`config.mk`:
```
export PLATFORM = sky130hd
export DESIGN_NAME = react_timer
export DESIGN_NICKNAME = d
export VERILOG_FILES = /design/src/rtl/react_timer_pkg.sv /design/src/rtl/react_timer_lfsr.sv /design/src/rtl/react_timer.sv
export SDC_FILE = /design/constraint.sdc
export NUM_CORES = 1
export LEC_CHECK = 0
export BUFFER_PORTS_ARGS = -buffer_cell sky130_fd_sc_hd__buf_2
export CAP_MARGIN = 20
export CELL_PAD_IN_SITES_DETAIL_PLACEMENT = 2
export CELL_PAD_IN_SITES_GLOBAL_PLACEMENT = 2
export CORE_MARGIN = 8
export CORE_UTILIZATION = 40
export CTS_BUF_LIST = sky130_fd_sc_hd__clkbuf_4
export DETAILED_ROUTE_END_ITERATION = 7
export PLACE_DENSITY_LB_ADDON = 0.1
export SLEW_MARGIN = 10
export SYNTH_ARGS = -nofsm -noshare
export SYNTH_HDL_FRONTEND = slang
export SYNTH_SLANG_ARGS = --single-unit
```
`constraint.sdc`:
```
create_clock -name clk -period 3.6 [get_ports clk]
set_clock_uncertainty 0.2 [all_clocks]
set_input_delay 0.36 -clock clk [delete_from_list [all_inputs] [get_ports clk]]
set_output_delay 0.36 -clock clk [all_outputs]
set_load 0.05 [all_outputs]
```
`src/rtl/react_timer_pkg.sv`:
```
// -----------------------------------------------------------------------------
// react_timer_pkg
// Shared definitions for the reaction-timer datapath:
//   - 3-bit state codes driven by the reaction-test state machine
//   - internal timer mode enum
//   - LFSR tap masks (x^11+x^9+1 for the production width)
//   - binary-to-BCD helper used when REACT_TIMER_BCD_EN is defined
// -----------------------------------------------------------------------------
package react_timer_pkg;

    // State codes as produced by the reaction-test state machine
    localparam logic [2:0] ST_IDLE     = 3'd0;
    localparam logic [2:0] ST_WAIT     = 3'd1;
    localparam logic [2:0] ST_CLR_CNT1 = 3'd2;
    localparam logic [2:0] ST_START    = 3'd3;
    localparam logic [2:0] ST_STORAGE  = 3'd4;
    localparam logic [2:0] ST_CLR_CNT2 = 3'd5;
    localparam logic [2:0] ST_AVERAGE  = 3'd6;
    localparam logic [2:0] ST_COMPARE  = 3'd7;

    // Internal timer modes, decoded from the machine state every cycle
    typedef enum logic [2:0] {
        T_IDLE,
        T_DELAY,
        T_CLEAR,
        T_RUN,
        T_HOLD
    } mode_t;

    // x^11 + x^9 + 1 : feedback from bits 10 and 8 of a shift-left register
    localparam logic [10:0] LFSR_TAPS_11 = 11'h500;

    // Maximal-length tap masks for the widths the timer may be built with.
    // Unlisted widths fall back to the 11-bit polynomial.
    function automatic logic [31:0] lfsr_taps(input int width);
        case (width)
            3:       return 32'h0000_0006;  // x^3+x^2+1
            4:       return 32'h0000_000C;  // x^4+x^3+1
            5:       return 32'h0000_0014;  // x^5+x^3+1
            6:       return 32'h0000_0030;  // x^6+x^5+1
            7:       return 32'h0000_0060;  // x^7+x^6+1
            8:       return 32'h0000_00B8;  // x^8+x^6+x^5+x^4+1
            9:       return 32'h0000_0110;  // x^9+x^5+1
            10:      return 32'h0000_0240;  // x^10+x^7+1
            12:      return 32'h0000_0829;  // x^12+x^6+x^4+x+1
            default: return {21'd0, LFSR_TAPS_11};
        endcase
    endfunction

    // Double-dabble conversion of a 10-bit count into four BCD digits
    function automatic logic [15:0] bin2bcd(input logic [9:0] bin);
        logic [25:0] sh;
        sh = {16'd0, bin};
        for (int i = 0; i < 10; i++) begin
            for (int d = 0; d < 4; d++) begin
                if (sh[10 + 4*d +: 4] >= 4'd5) begin
                    sh[10 + 4*d +: 4] = sh[10 + 4*d +: 4] + 4'd3;
                end
            end
            sh = sh << 1;
        end
        return sh[25:10];
    endfunction

endpackage

```
`src/rtl/react_timer_lfsr.sv`:
```
// -----------------------------------------------------------------------------
// lfsr_rand
// Free-running Fibonacci LFSR. Shifts left every clock; the XOR of the tapped
// bits is fed into bit 0. Restarts from a fixed nonzero seed on reset.
// Ports:
//   clk   - system clock
//   rstn  - asynchronous active-low reset
//   value - current LFSR contents (WIDTH bits, never zero)
// -----------------------------------------------------------------------------
module lfsr_rand
    import react_timer_pkg::*;
#(
    parameter int               WIDTH = 11,
    parameter logic [WIDTH-1:0] TAPS  = WIDTH'(lfsr_taps(WIDTH)),
    parameter logic [WIDTH-1:0] SEED  = WIDTH'(1)
) (
    input  logic             clk,
    input  logic             rstn,
    output logic [WIDTH-1:0] value
);

    logic [WIDTH-1:0] lfsr_reg;
    logic [WIDTH-1:0] lfsr_next;

    always_comb begin
        lfsr_next = {lfsr_reg[WIDTH-2:0], ^(lfsr_reg & TAPS)};
    end

    always_ff @(posedge clk or negedge rstn) begin
        if (!rstn) begin
            lfsr_reg <= SEED;
        end else begin
            lfsr_reg <= lfsr_next;
        end
    end

    assign value = lfsr_reg;

endmodule

```
`src/rtl/react_timer.sv`:
```
// -----------------------------------------------------------------------------
// react_timer
// Timing datapath for the reaction-test state machine: random pre-stimulus
// delay, counter-clear acknowledge, millisecond reaction counter with
// saturation/overflow, and the "go" light.
// Optional feature macro: REACT_TIMER_BCD_EN adds react_time_bcd.
// Ports:
//   clk             - system clock
//   rstn            - asynchronous active-low reset
//   machine_state   - 3-bit state code from the state machine
//   signal_start    - one-cycle pulse when the random delay expires
//   signal_cleared  - counters are zero while in a CLR state
//   signal_overflow - START count has reached MAX_MS
//   react_time      - elapsed milliseconds (bits [15:10] always 0)
//   led_go          - stimulus light, high while in START
//   react_time_bcd  - (REACT_TIMER_BCD_EN only) react_time as 4 BCD digits,
//                     one cycle behind react_time
// -----------------------------------------------------------------------------
module react_timer
    import react_timer_pkg::*;
#(
    parameter int TICKS_PER_MS = 50000,
    parameter int MIN_DELAY_MS = 1000,
    parameter int RAND_BITS    = 11,
    parameter int MAX_MS       = 999
) (
    input  logic        clk,
    input  logic        rstn,
    input  logic [2:0]  machine_state,
    output logic        signal_start,
    output logic        signal_cleared,
    output logic        signal_overflow,
    output logic [15:0] react_time,
    output logic        led_go
`ifdef REACT_TIMER_BCD_EN
    ,
    output logic [15:0] react_time_bcd
`endif
);

    localparam int PW = (TICKS_PER_MS > 1) ? $clog2(TICKS_PER_MS) : 1;
    // One spare bit so MIN_DELAY_MS + (2^RAND_BITS - 1) always fits
    localparam int DW = $clog2(MIN_DELAY_MS + 2**RAND_BITS) + 1;

    localparam logic [PW-1:0] TICK_LAST = PW'(TICKS_PER_MS - 1);
    localparam logic [9:0]    MAX_CNT   = 10'(MAX_MS);
    localparam logic [DW-1:0] MIN_LOAD  = DW'(MIN_DELAY_MS);

    logic [RAND_BITS-1:0] lfsr_val;

    logic [2:0]    prev_state_reg;
    logic [PW-1:0] presc_reg,    presc_next;
    logic [9:0]    ms_reg,       ms_next;
    logic [DW-1:0] delay_reg,    delay_next;
    logic          armed_reg,    armed_next;
    logic          start_reg,    start_next;
    logic          cleared_reg,  cleared_next;
    logic          overflow_reg, overflow_next;
    logic          led_go_reg,   led_go_next;

    mode_t         mode;
    logic          entry;
    logic          tick;
    logic [PW-1:0] presc_eff;
    logic [PW-1:0] presc_wrap;
    logic [DW-1:0] delay_load;

    lfsr_rand #(
        .WIDTH (RAND_BITS)
    ) u_lfsr (
        .clk   (clk),
        .rstn  (rstn),
        .value (lfsr_val)
    );

    always_comb begin
        mode = T_HOLD;
        case (machine_state)
            ST_IDLE:                  mode = T_IDLE;
            ST_WAIT:                  mode = T_DELAY;
            ST_CLR_CNT1, ST_CLR_CNT2: mode = T_CLEAR;
            ST_START:                 mode = T_RUN;
            ST_STORAGE, ST_AVERAGE,
            ST_COMPARE:               mode = T_HOLD;
            default:                  mode = T_HOLD;
        endcase
    end

    always_comb begin
        entry      = (machine_state != prev_state_reg);
        // The prescaler restarts from 0 on every state entry, so both the
        // delay and the run count are measured from the entry edge.
        presc_eff  = entry ? '0 : presc_reg;
        tick       = (presc_eff == TICK_LAST);
        presc_wrap = tick ? '0 : presc_eff + PW'(1);
        delay_load = MIN_LOAD + {{(DW-RAND_BITS){1'b0}}, lfsr_val};

        presc_next    = presc_reg;
        ms_next       = ms_reg;
        delay_next    = delay_reg;
        armed_next    = 1'b0;
        start_next    = 1'b0;
        cleared_next  = 1'b0;
        overflow_next = 1'b0;
        led_go_next   = 1'b0;

        case (mode)
            T_IDLE: begin
                presc_next = '0;
                ms_next    = '0;
                delay_next = '0;
            end
            T_DELAY: begin
                presc_next = presc_wrap;
                if (entry) begin
                    delay_next = delay_load;
                    armed_next = 1'b1;
                end else begin
                    if (tick && (delay_reg != '0)) begin
                        delay_next = delay_reg - DW'(1);
                    end
                    // armed limits the pulse to one per WAIT visit; leaving
                    // WAIT drops it, which abandons a pending delay.
                    start_next = armed_reg && (delay_reg == '0);
                    armed_next = armed_reg && (delay_reg != '0);
                end
            end
            T_CLEAR: begin
                presc_next   = '0;
                ms_next      = '0;
                cleared_next = !entry;
            end
            T_RUN: begin
                presc_next  = presc_wrap;
                led_go_next = 1'b1;
                if (tick && (ms_reg != MAX_CNT)) begin
                    ms_next = ms_reg + 10'd1;
                end
                overflow_next = (ms_next == MAX_CNT);
            end
            T_HOLD: begin
            end
            default: begin
            end
        endcase
    end

    always_ff @(posedge clk or negedge rstn) begin
        if (!rstn) begin
            prev_state_reg <= ST_IDLE;
            presc_reg      <= '0;
            ms_reg         <= '0;
            delay_reg      <= '0;
            armed_reg      <= 1'b0;
            start_reg      <= 1'b0;
            cleared_reg    <= 1'b0;
            overflow_reg   <= 1'b0;
            led_go_reg     <= 1'b0;
        end else begin
            prev_state_reg <= machine_state;
            presc_reg      <= presc_next;
            ms_reg         <= ms_next;
            delay_reg      <= delay_next;
            armed_reg      <= armed_next;
            start_reg      <= start_next;
            cleared_reg    <= cleared_next;
            overflow_reg   <= overflow_next;
            led_go_reg     <= led_go_next;
        end
    end

    assign signal_start    = start_reg;
    assign signal_cleared  = cleared_reg;
    assign signal_overflow = overflow_reg;
    assign react_time      = {6'd0, ms_reg};
    assign led_go          = led_go_reg;

`ifdef REACT_TIMER_BCD_EN
    logic [15:0] bcd_reg;

    always_ff @(posedge clk or negedge rstn) begin
        if (!rstn) begin
            bcd_reg <= 16'h0000;
        end else begin
            bcd_reg <= bin2bcd(ms_reg);
        end
    end

    assign react_time_bcd = bcd_reg;
`endif

endmodule

```
==> impl_results.md <==
- Status: finished, final reports clean
- First-pass GRT wire length: 18120 um
- CTS Buffer Depth: 2
- Layout Utilization: 44.07%
- Setup Crit Path Kind: flop to flop
- Tcrit/Tclk final: 94.37%
- Total Nets Final: 395
- FMAX: 294.4 MHz
- Post-Syn Instances: 364
- Die height: 108.9 um
- Routed WL: 10830 um
- Die area: 0.01185 mm^2
- Post-cts resize count: 0
- Number of buffers created by CTS: 9
- Hold Crit Start: machine_state[1]
- Largest register FFs: 16
- First-iteration detailed-routing DRC count: 125
- Post-Synthesis Cell Area: 0.003448 mm^2
- Syn. warnings: 0
- Worst relative slew slack: 49.67%
- Final ANT Viol Nets: 0
- Required time worst endpoint: 3.75 ns
- Wire length per cell: 21.74 um
- Drt first pass iters: 4
- P&R area growth vs syn: 9.289%
- Final HPWL DP: 7597 um
- CP arrival: 3.55 ns
- Hold violation count in the final report: 0
- Port-buffer cells: 18
- Post-CTS setup repair buffer count: 0
- Setup WS pre-CTS: 0.1310 ns
- Total track usage: 19.56%
- Slew @ Worst Pin: 0.7480 ns
- Congestion Overflow GR: 0
- RSZ-0062 raised after global routing: no
- Synth unique cells: 61
- Comb power frac: 17.4%
- Hold crit path type: input port to flop
- Clk slew on worst S/H paths: 0.11 ns
- Switching power: 0.4542 mW
- # setup viols final: 0
- CP startpoint: prev_state_reg[2]$_DFF_PN0_
- Yosys reg bits: 58
- Synth async-reset ratio: 100.0%
- Clock Tree Root: clkbuf_4
- Vias per inst: 6.177
- Total core area: 0.008551 mm^2
- Vias in the first global route: 3360
- EDFF count, synth: 0
- Initial Util: 40.33%
- Maximum VDD drop: 0.1433 mV
- CP startpoint kind: flop
- Diode count: 0
- Mean Syn Cell Area: 9.473 um^2
- Largest net degree at the start of global routing: 37
- Clk pwr share: 36.5%
- Initial antenna violation count: 0
- Pwr dens: 393.4 mW/mm^2
- Later-pin clock latency in the skew report: 0.42 ns
- DRC: 0
- Setup TNS: 0 ns
- Io pins: 25
- RePlAce Congestion: 0.7873
- Sink Count: 58
- Crit path max fanout: 14
- Critical register-to-register path startpoint: prev_state_reg[2]$_DFF_PN0_
- H-tree levels: 3
- Dominant synthesized flop cell: dfrtp_1
- Via count: 3076
- Fin crit period: 3.397 ns
- Register share of total power: 46.2%
- Share of post-route cells with drive strength above 1: 15.38%
- Lkg Pwr: 1.659 nW
- Pint: 1.028 mW
- Rows: 34
- Slew Limit Fails: 0
- Sw Share: 30.64%
- Seq/Total Area, Yosys: 42.13%
- CTS tree: built
- Max Cap Viol: 0
- Critical path capture point type: flop
- Die X: 108.9 um
- Setup ws final: 0.2027 ns
## placed cells by master (no fill, tap or decap), types with 6 or more instances in the layout
master	count
and3_1	11
nor2_1	20
o31ai_1	8
clkbuf_4	9
o21ai_0	31
o21ai_1	11
nor3_1	9
conb_1	6
buf_4	12
or3_1	6
nor4_1	11
nand4_1	10
dfrtp_1	57
a21oi_1	28
inv_1	14
a31oi_1	6
nand2_1	15
buf_2	18
xnor2_1	6
nand3_1	10
## layer usage
layer,vias up,global-route usage (%),share of wire (%)
met3,17,3.132,2.5
met1,1608,23.79,44
met4,0,7.820,1.6
met2,51,33.83,52
li1,1400,-,-
met5,-,0,0
## cells by family after synthesis
group,count (synthesis),synth area share [%]
xor gates and xnor gates,13,4.935
and+or+nand+nor,125,21.66
adders and majority gates,4,1.451
muxes,4,1.197
AOI/OAI and AO/OA,118,21.37
DFF,58,42.13
other,1,0.1087
buffers and inverters,41,7.148
## synth_stat cells, types with 2 or more instances
| master | number | share of area [%] |
|---|---|---|
| nand2b_1 | 4 | 0.73 |
| buf_6 | 5 | 1.6 |
| buf_4 | 11 | 2.4 |
| ha_1 | 4 | 1.5 |
| o31ai_1 | 8 | 1.7 |
| buf_2 | 3 | 0.44 |
| dfrtp_1 | 57 | 41 |
| inv_1 | 14 | 1.5 |
| nand3b_1 | 3 | 0.65 |
| or4_1 | 5 | 1.1 |
| xnor2_4 | 3 | 2.4 |
| clkbuf_1 | 7 | 0.76 |
| or4b_4 | 2 | 0.80 |
| a31oi_1 | 6 | 1.1 |
| xnor2_1 | 6 | 1.5 |
| a211oi_1 | 3 | 0.65 |
| nand3_1 | 10 | 1.5 |
| o21a_1 | 2 | 0.44 |
| a41oi_1 | 2 | 0.51 |
| a22o_1 | 4 | 1.0 |
| or3_1 | 6 | 1.1 |
| and2_1 | 4 | 0.73 |
| o21ai_0 | 31 | 4.5 |
| o31a_1 | 3 | 0.76 |
| nand4_1 | 10 | 1.8 |
| a21o_1 | 5 | 1.1 |
| o211ai_1 | 4 | 0.87 |
| nor2_1 | 20 | 2.2 |
| mux2i_1 | 3 | 0.87 |
| xor2_1 | 4 | 1.0 |
| and4_1 | 4 | 1.0 |
| nor3b_1 | 2 | 0.44 |
| or3b_1 | 2 | 0.51 |
| a21oi_1 | 28 | 4.1 |
| nand2_1 | 15 | 1.6 |
| nor3_1 | 9 | 1.3 |
| and3_1 | 11 | 2.0 |
| nor4_1 | 11 | 2.0 |
| o21ai_1 | 11 | 1.6 |
## critical path: stages (launching register included)
cell,delay [ns]
dfrtp_1,0.46
xnor2_4,0.22
and3_1,0.29
and2_1,0.20
ha_1,0.21
and3_1,0.25
nand4_1,0.20
o311a_2,0.55
or3_1,0.52
o21ai_1,0.21
## power groups by stage
stage               clock, mW  sequential [mW]  combinational [mW]
floorplan                   0            0.696               0.171
global placement            0            0.697               0.247
detailed placement          0            0.697               0.256
CTS                     0.554            0.684               0.261
global route            0.578            0.688               0.285
finish                  0.541            0.684               0.258
## final timing paths
| kind | endpoint | slack, ns | cells after the start |
|---|---|---|---|
| max | delay_reg[10]$_DFFE_PN0P_ | 0.20 | 9 |
| min | prev_state_reg[1]$_DFF_PN0_ | 0.09 | 2 |
| max reg2reg | delay_reg[10]$_DFFE_PN0P_ | 0.20 | 9 |
| min reg2reg | u_lfsr.value[2]$_DFF_PN0_ | 0.19 | 0 |
| max in group asynchronous | u_lfsr.value[0]$_DFF_PN1_ | 2.00 | 3 |
| min in group asynchronous | u_lfsr.value[6]$_DFF_PN0_ | 0.26 | 2 |
## through the flow
stage	hold WS, ns	total power [mW]	cells	cell area (um^2)
after CTS	0.07003	1.500	498	3769
after global placement	0.1673	0.9444	480	3588
after detailed placement	0.1644	0.9527	480	3588
final	0.08514	1.482	498	3769
after global routing	0.08022	1.552	498	3769
after floorplan	-0.1356	0.8669	369	3467
## what timing repair did
| action | CTS | global route |
|---|---|---|
| hold buffers | 3 | 0 |
| endpoints found under the setup margin | 0 | 0 |
| endpoints found under the hold margin | 24 | 0 |
## layout make-up
cell class	count	area (um^2)
fill	962	4782
multi-input combinational	270	1768
sequential	58	1453
timing repair buffer	33	210.2
tap	108	135.1
clock inverter	6	82.58
clock buffer	9	67.56
inverter	14	52.55
Note: power is estimated with default switching activity, not from simulation.
